`config.mk`:
```
export PLATFORM = sky130hd
export DESIGN_NAME = alu_control_seq
export DESIGN_NICKNAME = d
export VERILOG_FILES = /design/src/rtl/alu_control_seq.sv
export SDC_FILE = /design/constraint.sdc
export NUM_CORES = 1
export LEC_CHECK = 0
export BUFFER_PORTS_ARGS = -buffer_cell sky130_fd_sc_hd__buf_2
export CAP_MARGIN = 40
export CORE_MARGIN = 3
export CORE_UTILIZATION = 53
export CTS_CLUSTER_DIAMETER = 200
export DETAILED_ROUTE_END_ITERATION = 8
export PLACE_DENSITY = 0.8
export SYNTH_ARGS = -nofsm -noshare
export SYNTH_HDL_FRONTEND = slang
export SYNTH_SLANG_ARGS = --single-unit
```
`constraint.sdc`:
```
create_clock -name clk -period 5.9 [get_ports clk]
set_input_delay 1.18 -clock clk [delete_from_list [all_inputs] [get_ports clk]]
set_output_delay 1.18 -clock clk [all_outputs]
set_load 0.005 [all_outputs]
```
`src/rtl/alu_control_seq.sv`:
```
// alu_control_seq: decodes {alu_op, funct} into an ALU operation code and
// sequences multi-cycle MULT/MULTU/DIV/DIVU with a stall-generating FSM.
module alu_control_seq #(
    parameter int ALU_OP_WIDTH = 3,
    parameter int MUL_CYCLES   = 4,
    parameter int DIV_CYCLES   = 32,
    parameter bit REG_OUT      = 1'b0
) (
    input  logic                    clk,
    input  logic                    reset,
    input  logic                    valid_i,
    input  logic                    flush_i,
    input  logic [ALU_OP_WIDTH-1:0] alu_op_i,
    input  logic [5:0]              alu_function_i,
    output logic [3:0]              alu_operation_o,
    output logic                    md_start_o,
    output logic [1:0]              md_op_o,
    output logic                    stall_o,
    output logic                    hilo_we_o,
    output logic                    busy_o
);
    localparam int MAXC = (MUL_CYCLES > DIV_CYCLES) ? MUL_CYCLES : DIV_CYCLES;
    localparam int CW   = $clog2(MAXC) + 1;

    typedef enum logic [1:0] {IDLE, RUN, DONE} state_t;

    state_t        state_q, state_d;
    logic [CW-1:0] cnt_q, cnt_d;
    logic [1:0]    md_op_q, md_op_d;
    logic [3:0]    code, alu_q, alu_d;
    logic [2:0]    op;
    logic          op_ok, md_req, start;

    assign op     = alu_op_i[2:0];
    assign op_ok  = (alu_op_i >> 3) == '0;
    assign md_req = valid_i & op_ok & (op == 3'b111) & (alu_function_i[5:2] == 4'b0110);
    // Start is gated by reset so no pulse escapes while reset is asserted.
    assign start  = reset & (state_q == IDLE) & md_req & ~flush_i;

    always_comb begin
        code = 4'b1001;
        if (op_ok) begin
            case (op)
                3'b111: begin
                    case (alu_function_i)
                        6'b100000: code = 4'b0011;
                        6'b100010: code = 4'b0100;
                        6'b100100: code = 4'b0110;
                        6'b100101: code = 4'b0010;
                        6'b100111: code = 4'b0111;
                        6'b101010: code = 4'b1011;
                        6'b000000: code = 4'b1000;
                        6'b000010: code = 4'b1010;
                        6'b010000: code = 4'b1100;
                        6'b010010: code = 4'b1101;
                        6'b011000, 6'b011001, 6'b011010, 6'b011011: code = 4'b1110;
                        default:   code = 4'b1001;
                    endcase
                end
                3'b100, 3'b011: code = 4'b0011;
                3'b101:         code = 4'b0010;
                3'b001:         code = 4'b0110;
                3'b110:         code = 4'b0101;
                3'b010:         code = 4'b0100;
                default:        code = 4'b1001;
            endcase
        end
    end

    always_comb begin
        state_d = state_q;
        cnt_d   = cnt_q;
        md_op_d = md_op_q;
        case (state_q)
            IDLE: begin
                if (start) begin
                    state_d = RUN;
                    md_op_d = alu_function_i[1:0];
                    cnt_d   = alu_function_i[1] ? CW'(DIV_CYCLES - 1) : CW'(MUL_CYCLES - 1);
                end
            end
            RUN: begin
                if (flush_i) state_d = IDLE;
                else if (cnt_q == '0) state_d = DONE;
                else cnt_d = cnt_q - CW'(1);
            end
            default: state_d = IDLE;
        endcase
    end

    // The stalled instruction is the mul/div itself, so the code is captured
    // in the start cycle and frozen only while the unit runs.
    assign alu_d = (state_q == RUN) ? alu_q : code;

    always_ff @(posedge clk or negedge reset) begin
        if (!reset) begin
            state_q <= IDLE;
            cnt_q   <= '0;
            md_op_q <= 2'b00;
            alu_q   <= 4'b1001;
        end else begin
            state_q <= state_d;
            cnt_q   <= cnt_d;
            md_op_q <= md_op_d;
            alu_q   <= alu_d;
        end
    end

    assign alu_operation_o = REG_OUT ? alu_q : code;
    assign md_start_o      = start;
    assign md_op_o         = start ? alu_function_i[1:0] : md_op_q;
    assign stall_o         = start | (state_q == RUN);
    assign hilo_we_o       = state_q == DONE;
    assign busy_o          = state_q != IDLE;
endmodule
```
## Yosys cells after proc, flatten, opt, wreduce, memory -nomap -nowiden

Memory sizes are Yosys's and may differ from the RTL's.
Index checks and enable logic that the tools add are counted.

- Input port bits: 13
- Bits in latches: 0
- Flip-flop bits (word level): 10
- Memories: 1
- Memory bits (writable): 0
- Output and inout port bits: 10
- Logic and storage cells: 44
- ROM bits: 256

- Shifts and indexed selects: 0
- Multiply operators: 0
- Equal/unequal tests: 14
- $add $sub $neg: 1
- Divide/modulo/power cells: 0
- Magnitude comparators: 0
- Bitwise operators: 7
- Reduce and logical (&&, ||, !) cells: 7
- Mux-type cells: 11

Memories:

| memory | words | bits a word | read ports | clocked after Yosys merged registers in | write ports | RTL line | source |
|---|---|---|---|---|---|---|---|
| (name not given) | 64 | 4 | 1 | 0 | 0 | 45 | `case (alu_function_i)` |

Operators by type and width:

| kind | count |
|---|---|
| $pmux 4 s6 | 1 |
| $mux 6 | 3 |
| $eq 3x3->1 const B | 4 |
| $pmux 6 s2 | 1 |
| $mux 2 | 4 |
| $eq 3x2->1 const B | 2 |
| $logic_not 6->1 | 1 |
| $ne 2x2->1 const B | 3 |
| $sub 6x1->6 const B | 1 |
| $and 1x1->1 | 5 |
| $mux 5 | 1 |
| $eq 4x3->1 const B | 1 |
| $pmux 2 s2 | 1 |
| $reduce_and 4->1 | 1 |
| $reduce_bool 2->1 | 2 |
| $eq 3x1->1 const B | 1 |
| $ne 3x3->1 const B | 1 |
| $eq 2x1->1 const B | 1 |
| $eq 2x2->1 const B | 1 |
| $logic_not 2->1 | 1 |
| $reduce_and 2->1 | 1 |
| $reduce_or 2->1 | 1 |
| $not 1->1 | 1 |
| $or 1x1->1 | 1 |

## Longest topological paths before layout

Gate-level depths: netlist (run 1).

- Word-level depth: 7
- Mapped depth: 6

## Least setup slack after synthesis (run 1)

Ideal clock, no wire load.

- Kind: input port to output port
- Start: input port alu_op_i[2]
- End: output port md_op_o[0]
- Path slack: 2.343 ns
- Arrival time: 2.377 ns
- Cell stages on the path: 5
- Buffers on the path: 2
- Required time: 4.720 ns
- Cell sequence: clkbuf_1 nand3_1 nor4_4 buf_6 mux2_1

- Word-level cells in the longest chain between the ends: 6

RTL lines:

| item | RTL line | source |
|---|---|---|
| start: declaration | 13 | `input logic [ALU_OP_WIDTH-1:0] alu_op_i,` |
| $eq 3x3->1 | 36 | `assign md_req = valid_i & op_ok & (op == 3'b111) & (alu_function_i[5:2] == 4'b0110);` |
| $and 1x1->1 (2 in series) | 36 |  |
| $and 1x1->1 (2 in series) | 38 | `assign start = reset & (state_q == IDLE) & md_req & ~flush_i;` |
| named net md_start_o | 16 | `output logic md_start_o,` |
| $mux 2 | - |  |
| end: declaration | 17 | `output logic [1:0] md_op_o,` |

The timed path passes the listed nets, and every way through them passes these cells.

## Final worst setup path (run 1)

- Start: input port flush_i
- End: output port md_op_o[1]

- Word-level cells in the longest chain between the ends: 3

RTL lines:

| item | RTL line | source |
|---|---|---|
| start: declaration | 12 | `input logic flush_i,` |
| $not 1->1 | 38 |  |
| $and 1x1->1 | 38 |  |
| $mux 2 | - |  |

Every way passes these cells.

==> results.yml, run 1 <==
status:
  status: "finished, final reports clean"
timing:
  drv_slew: 0
  period_minus_slack_ps: 3930
  max-slew-margin-rel_pct: 60.3
  setup_slack_ps: 1970
  finalClockSkew_ps: 5.52
  period_share_pct: 66.5
  finalSetupViolations: 0
  setup_tns_ps: 0
  max_freq_mhz: 255
  hold_viol_final: 0
  max_slew.worst_pin.slew_ps: 592
  rsz0062_at_grt: "false"
place:
  io_buffers: 22
  dpl.hpwl_mm: 1.35
  place_congestion: 0.854
  dp_slack_ps: 1980
  placed_cell_area_um2: 956
synth:
  dominantRegCellSynth: "dfrtp_1"
  synth.cell_area_um2: 853
  ys_top_cells_by_area: "dfrtp_1 (29%), ha_1 (7.3%), mux2_1 (5.3%)"
  synth_edf_count: 0
  synth_seq_cells: 10
  synth_nets: 115
  syn_area_per_cell_um2: 8.80
  ys_types: 38
  yosys_warnings: 0
  synth_area_leader_cell: "dfrtp_1"
  synthCells: 97
  ys_seq_area_share_pct: 29.3
  synth.top_cell.area_share_pct: 29.3
  async_flop_share_pct: 100
cts:
  ctsHtreeMaxLevel: 1
  postCtsSetupRepairBufs: 0
  cts_hold_buffers: 0
  cts_tree: "done"
  clk_path_buf_depth: 2
  clkTransAtPathRegs_ps: 60
  clock_latency_ps: 260
  ctsRootBufferMaster: "clkbuf_4"
  cts_made_buffers: 3
  cts.sinks: 10
  cts_resized: 0
final_layout:
  final_util_pct: 69.9
  area_growth_pct: 14.7
  antenna_cells: 0
  drive_above_1_share_pct: 25.6
  nNetsFinal: 137
  multi_input_area_um2: 547
  seqCellArea_um2: 250
  fin_area_um2: 978
  fill_cells: 117
worst_setup_path:
  path_buf_inv: 2
  critPathKind: "in -> out"
  end_kind: "output port"
  cp_common_cell: "buf_2"
  crit_path_start_kind: "input port"
  arrival_ps: 2750
  cpPeakStageDelay_ps: 490
  slowest_stage: "or4b_4"
  worstPathCellList: "buf_2 > or4b_4 > nor4_4 > mux2_1 > buf_2"
  crit_family: "simple AND/OR/NAND/NOR gates"
  cp.required_ps: 4720
  critPathMaxFanout: 11
floorplanning:
  io_pins: 23
  die_height_um: 46.1
  die-width_um: 46.1
  core_um2: 1400
  start_util_pct: 61.0
  rows: 13
  dieArea_um2: 2130
route:
  drtIter0Drc: 16
  via_per_inst: 5.83
  post_drt_wl_per_cell_um: 12.8
  routed_wirelength_mm: 1.69
  vias: 770
  drc: 0
  antenna_left: 0
  drtPass1Iterations: 7
global_routing:
  grt_usage_pct: 18.3
  antenna_found_initial: 0
  grt_max_degree: 13
  grt_pass1_vias: 634
  overflow: 0
  grt_pass1_wl_mm: 2.83
power:
  power_per_cell_area_nw_per_um2: 158
  power_w: 0.000154
  cellLeakagePower_nw: 0.493
  ir_drop_uv: 194
flow_run:
  cap_viol_max_count: 0
min_path:
  hold_class: "reg -> reg"
layer usage:
| layer | part of all wire [%] | wire [um] | track usage, % |
|---|---|---|---|
| met1 | 50 | 852 | 27.2 |
| met2 | 41 | 694 | 26.6 |
| met3 | 8.5 | 143 | 7.03 |
| met4 | 0 | 0 | 0 |
| met5 | 0 | 0 | 0 |
Yosys cell counts, types with 2 or more instances:
master,number
a21oi_1,5
a22o_1,2
a22oi_1,2
clkbuf_1,4
dfrtp_1,10
ha_1,5
inv_1,8
mux2_1,4
nand2_1,6
nand2b_1,3
nor2_1,7
nor2b_1,3
nor3_1,5
nor3b_1,3
o211ai_1,2
o21ai_0,2
o22ai_1,3
o2bb2ai_1,3
worst paths after layout:
check	from	endpoint	slack, ps	depth (start not counted)
setup / recovery	flush_i	md_op_o[1]	1970	5
hold / removal	md_op_q[1]	md_op_q[1]	480	1
setup reg to reg	state_q[1]	cnt_q[5]	3900	4
hold reg to reg	md_op_q[1]	md_op_q[1]	480	1
max in group asynchronous	reset	md_op_q[0]	4920	1
min in group asynchronous	reset	cnt_q[0]	770	1
power breakdown:
part	switching [W]	internal, W
Combinational	0.0000190	0.0000155
Clock	0.0000206	0.0000234
Sequential	0.00000369	0.0000720
worst reg2reg max path, delay by kind of cell (launching register included):
family | cells | cell delay, ps
and+or+nand+nor | 3 | 1260
DFF | 1 | 410
AOI/OAI and AO/OA | 1 | 230
placed cells by master (no fill, tap or decap), types with 2 or more instances in the layout:
master     instances
a21oi_1            5
a22o_1             2
a22oi_1            2
buf_2             22
clkbuf_4           3
dfrtp_1           10
ha_1               5
inv_1              8
mux2_1             4
nand2_1            6
nand2b_1           3
nor2_1             7
nor2b_1            3
nor3_1             5
nor3b_1            3
o211ai_1           2
o21ai_0            2
o22ai_1            3
o2bb2ai_1          3
registers in the layout, indices dropped and copies added (netlist names):
name / count
cnt_q: 6
md_op_q: 2
state_q: 2
logic make-up (layout without fill, tap and decap cells):
family                     after synthesis  after routing  share of synthesized area [%]
and+or+nand+nor                         35             35                           24.6
AOI/OAI and AO/OA                       29             29                           25.8
buffers and inverters                   13             33                           6.60
DFF                                     10             10                           29.3
adders and majority gates                5              5                           7.33
muxes                                    4              4                           5.28
xor gates and xnor gates                 1              1                           1.03
per-stage QoR:
stage | hold WS, ps | std cells
5_1_grt | 518 | 132
3_3_place_gp | 464 | 129
3_5_place_dp | 475 | 129
6_report | 483 | 132
2_1_floorplan | 450 | 97
4_1_cts | 489 | 132
final cells by class:
cell class                 count  share of cell area [%]
clock buffer                   3                    2.30
timing repair buffer          22                    11.3
tap                           15                    1.92
sequential                    10                    25.6
multi-input combinational     74                    55.9
inverter                       8                    3.07
(Power assumes the default switching activity.)
==> run 2: changes to the inputs <==
--- a/config.mk
+++ b/config.mk
@@ -8,10 +8,10 @@
 export BUFFER_PORTS_ARGS = -buffer_cell sky130_fd_sc_hd__buf_2
 export CAP_MARGIN = 40
 export CORE_MARGIN = 3
-export CORE_UTILIZATION = 53
+export CORE_UTILIZATION = 46
 export CTS_CLUSTER_DIAMETER = 200
 export DETAILED_ROUTE_END_ITERATION = 8
-export PLACE_DENSITY = 0.8
+export PLACE_DENSITY = 0.74
 export SYNTH_ARGS = -nofsm -noshare
 export SYNTH_HDL_FRONTEND = slang
 export SYNTH_SLANG_ARGS = --single-unit
==> constraint.sdc (replaced) <==
create_clock -name clk -period 3.3 [get_ports clk]
set_input_delay 0.66 -clock clk [delete_from_list [all_inputs] [get_ports clk]]
set_output_delay 0.66 -clock clk [all_outputs]
set_load 0.005 [all_outputs]
==> results.yml, run 2 (synthesis results as in run 1) <==
route:
  routed_wirelength_mm: 1.88
  drc: 0
  via_per_inst: 5.68
  drtPass1Iterations: 4
  drtIter0Drc: 23
  post_drt_wl_per_cell_um: 13.1
  vias: 812
  antenna_left: 0
final_layout:
  top_regs: "cnt_q x6, md_op_q x2, state_q x2"
  drive_above_1_share_pct: 26.9
  largest_reg_flops: 6
  final_util_pct: 62.1
  fin_area_um2: 1010
  area_growth_pct: 18.5
  antenna_cells: 0
  final_common_cell: "buf_2"
  most-common-layout-cells: "buf_2 (22), dfrtp_1 (10), inv_1 (8)"
  nNetsFinal: 138
  regMostFlops: "cnt_q"
floorplanning:
  core_um2: 1630
  die-width_um: 49.1
  die_height_um: 49.1
  dieArea_um2: 2410
  io_pins: 23
  rows: 14
  start_util_pct: 52.4
cts:
  cts_resized: 0
  ctsHtreeMaxLevel: 1
  ctsRootBufferMaster: "clkbuf_4"
  cts_hold_buffers: 0
  cts.sinks: 10
  cts_tree: "done"
  clk_path_buf_depth: 2
  clock_latency_ps: 270
  cts_made_buffers: 3
  postCtsSetupRepairBufs: 0
  clkTransAtPathRegs_ps: 70
timing:
  max_freq_mhz: 370
  drv_slew: 0
  setup_tns_ps: 0
  rsz0062_at_grt: "false"
  period_minus_slack_ps: 2710
  period_share_pct: 82.0
  hold_viol_final: 0
  finalSetupViolations: 0
  max-slew-margin-rel_pct: 67.7
  whs_ps: 241
  max_slew.worst_pin.slew_ps: 484
  finalClockSkew_ps: 6.85
worst_setup_path:
  reg2reg_to: "cnt_q[5]"
  worstReg2RegStart: "state_q[1]"
  crit_family: "simple AND/OR/NAND/NOR gates"
  crit_path_start_kind: "input port"
  critPathMaxFanout: 5
  slowest_stage: "or4b_4"
  worstPathCellList: "buf_2 > or4b_4 > nor4_4 > mux2_1 > buf_2"
  path_buf_inv: 2
  cpPeakStageDelay_ps: 490
  arrival_ps: 2050
  end_kind: "output port"
  cp_common_cell: "buf_2"
  r2r_cells: 5
  critPathKind: "in -> out"
  r2r_slack_ps: 1370
  cp.required_ps: 2640
global_routing:
  antenna_found_initial: 0
  grt_pass1_wl_mm: 3.13
  grt_max_degree: 13
  grt_pass1_vias: 703
  overflow: 0
  grt_usage_pct: 16.7
place:
  place_congestion: 0.802
  io_buffers: 22
  placed_cell_area_um2: 975
  dpl.hpwl_mm: 1.46
power:
  cellLeakagePower_nw: 0.506
  power_per_cell_area_nw_per_um2: 309
  ir_drop_uv: 160
status:
  status: "finished, final reports clean"
flow_run:
  cap_viol_max_count: 0
min_path:
  hold_class: "in -> async"
[run 2: through the flow]
step	total power, W	cells	setup slack, ps
final	0.000312	143	595
after global routing	0.000331	143	528
after CTS	0.000313	143	592
after detailed placement	0.000200	139	600
after global placement	0.000199	139	618
after floorplan	0.000174	97	783
[run 2: worst register-to-register path: stages, from the launching register on]
cell,delay [ps]
dfrtp_1,410
or4b_4,560
nor4_4,290
buf_4,220
nor2_1,110
a22o_1,220
[run 2: worst max-delay path by stage]
stage / from / to / slack [ps] / depth (start not counted)
final: flush_i / md_op_o[0] / 590 / 5
after CTS: flush_i / md_op_o[0] / 590 / 5
after global placement: flush_i / md_op_o[0] / 620 / 5
after detailed placement: flush_i / md_op_o[0] / 600 / 5
after floorplan: alu_op_i[2] / md_op_o[0] / 780 / 5
after global routing: flush_i / md_op_o[1] / 530 / 5
[run 2: where the power goes]
part	switching, W	internal (W)
Sequential	0.00000727	0.000129
Combinational	0.0000341	0.0000278
Clock	0.0000471	0.0000671
[run 2: metal layers]
metal | global-route usage, % | part of all wire, %
met4 | 9.95 | 2.7
met3 | 3.67 | 6.0
met2 | 25.2 | 45
met1 | 21.7 | 46
met5 | 0 | 0
[run 2: area by class of cell]
type / instances / area (um2)
sequential: 10 / 250
tap: 24 / 30.0
multi-input combinational: 74 / 547
timing repair buffer: 23 / 118
inverter: 8 / 30.0
clock buffer: 4 / 36.3
fill: 149 / 618
==> run 3: changes to the inputs <==
--- a/config.mk
+++ b/config.mk
@@ -8,10 +8,10 @@
 export BUFFER_PORTS_ARGS = -buffer_cell sky130_fd_sc_hd__buf_2
 export CAP_MARGIN = 40
 export CORE_MARGIN = 3
-export CORE_UTILIZATION = 46
+export CORE_UTILIZATION = 51
 export CTS_CLUSTER_DIAMETER = 200
 export DETAILED_ROUTE_END_ITERATION = 8
-export PLACE_DENSITY = 0.74
+export PLACE_DENSITY = 0.78
 export SYNTH_ARGS = -nofsm -noshare
 export SYNTH_HDL_FRONTEND = slang
 export SYNTH_SLANG_ARGS = --single-unit
==> constraint.sdc (replaced) <==
create_clock -name clk -period 2.5 [get_ports clk]
set_input_delay 0.5 -clock clk [delete_from_list [all_inputs] [get_ports clk]]
set_output_delay 0.5 -clock clk [all_outputs]
set_load 0.005 [all_outputs]
==> results.yml, run 3 (synthesis results as in run 1) <==
floorplanning:
  start_util_pct: 55.4
  die-width_um: 46.9
  die_height_um: 46.9
  dieArea_um2: 2200
  io_pins: 23
  rows: 14
  core_um2: 1540
cts:
  clk_path_buf_depth: 2
  ctsRootBufferMaster: "clkbuf_4"
  cts_tree: "done"
  ctsHtreeMaxLevel: 1
  clkTransAtPathRegs_ps: 70
  clock_latency_ps: 260
  cts_made_buffers: 3
  cts.sinks: 10
final_layout:
  regMostFlops: "cnt_q"
  most-common-layout-cells: "buf_2 (22), dfrtp_1 (10), inv_1 (8)"
  final_common_cell: "buf_2"
  drive_above_1_share_pct: 29.3
  stdcell_count: 139
  fill_cells: 143
  antenna_cells: 0
  largest_reg_flops: 6
  area_growth_pct: 20.8
  nNetsFinal: 142
  top_regs: "cnt_q x6, md_op_q x2, state_q x2"
power:
  power_per_cell_area_nw_per_um2: 396
  cellLeakagePower_nw: 0.527
  ir_drop_uv: 388
  power_w: 0.000409
worst_setup_path:
  arrival_ps: 1950
  crit_path_start_kind: "register"
  cp-startpoint: "state_q[1]"
  worstReg2RegStart: "state_q[1]"
  end_kind: "output port"
  critPathMaxFanout: 4
  critPathKind: "reg -> out"
  cp.required_ps: 2000
global_routing:
  grt_pass1_vias: 742
  grt_max_degree: 13
  grt_usage_pct: 20.1
  grt_pass1_wl_mm: 3.19
  antenna_found_initial: 0
  overflow: 0
timing:
  hold_viol_final: 0
  finalSetupViolations: 0
  max_slew.worst_pin.slew_ps: 566
  finalClockSkew_ps: 2.35
  whs_ps: 155
  period_minus_slack_ps: 2450
  setup_tns_ps: 0
  rsz0062_at_grt: "true"
  max_freq_mhz: 409
  drv_slew: 0
  max-slew-margin-rel_pct: 61.9
  period_share_pct: 97.8
flow_run:
  cap_viol_max_count: 0
route:
  routed_wirelength_mm: 1.97
  post_drt_wl_per_cell_um: 14.2
  via_per_inst: 6.03
  drtIter0Drc: 14
  vias: 838
  antenna_left: 0
  drtPass1Iterations: 5
  drc: 0
status:
  status: "finished, final reports clean"
place:
  dpl.hpwl_mm: 1.58
  io_buffers: 22
  place_congestion: 0.841
  post-place-cells: 133
min_path:
  hold_class: "in -> async"
-- run 3: changes by cell type in the layout (fill, tap and decap cells not counted) --
cell,before,now
buf_4,1,5
-- run 3: worst max-delay path, stage by stage, from the launching register on --
cell and delay (ps):
dfrtp_1 390, or4b_4 550, nor4_4 260, mux2_1 350, buf_2 130
-- run 3: cell type report --
class | instances | area (um2) | share of cell area [%]
tap | 16 | 20.0 | 1.94
multi-input combinational | 74 | 547 | 53.0
inverter | 8 | 30.0 | 2.91
clock buffer | 4 | 36.3 | 3.52
timing repair buffer | 27 | 148 | 14.3
sequential | 10 | 250 | 24.3
-- run 3: path summary, 6_finish.rpt --
kind | endpoint | slack, ps | cells past startpoint
setup / recovery | md_op_o[1] | 50 | 4
setup reg to reg | cnt_q[5] | 490 | 5
min in group clk | state_q[1] | 450 | 2
hold / removal | md_op_q[0] | 150 | 2
hold reg to reg | md_op_q[1] | 500 | 1
max in group asynchronous | cnt_q[1] | 2210 | 2
-- run 3: power by group --
part           switching, W  total [W]  internal [W]
sequential       0.00000929   0.000179      0.000170
clock             0.0000556   0.000144     0.0000884
combinational     0.0000473  0.0000854     0.0000381
-- run 3: metrics by stage --
stage	util (%)	instance area, um2	worst slack (ps)
after CTS	65.9	1020	13.2
after detailed placement	63.6	980	142
after global placement	63.6	980	163
final	66.9	1030	54.0
after global routing	66.9	1030	-33.6
after floorplan	-	853	303
-- run 3: what timing repair did --
action	4_1_cts	5_1_grt
hold buffers	0	0
resized for setup	0	0
buffers inserted	0	2
setup endpoints to repair	0	2
-- run 3: routing by layer --
metal | vias to the layer above | share of wire [%] | GRT usage (%)
met3 | 2 | 5.2 | 5.75
met1 | 404 | 45 | 27.4
met5 | - | 0 | 0
met4 | 0 | 0.25 | 3.31
met2 | 20 | 49 | 32.0
li1 | 412 | - | -
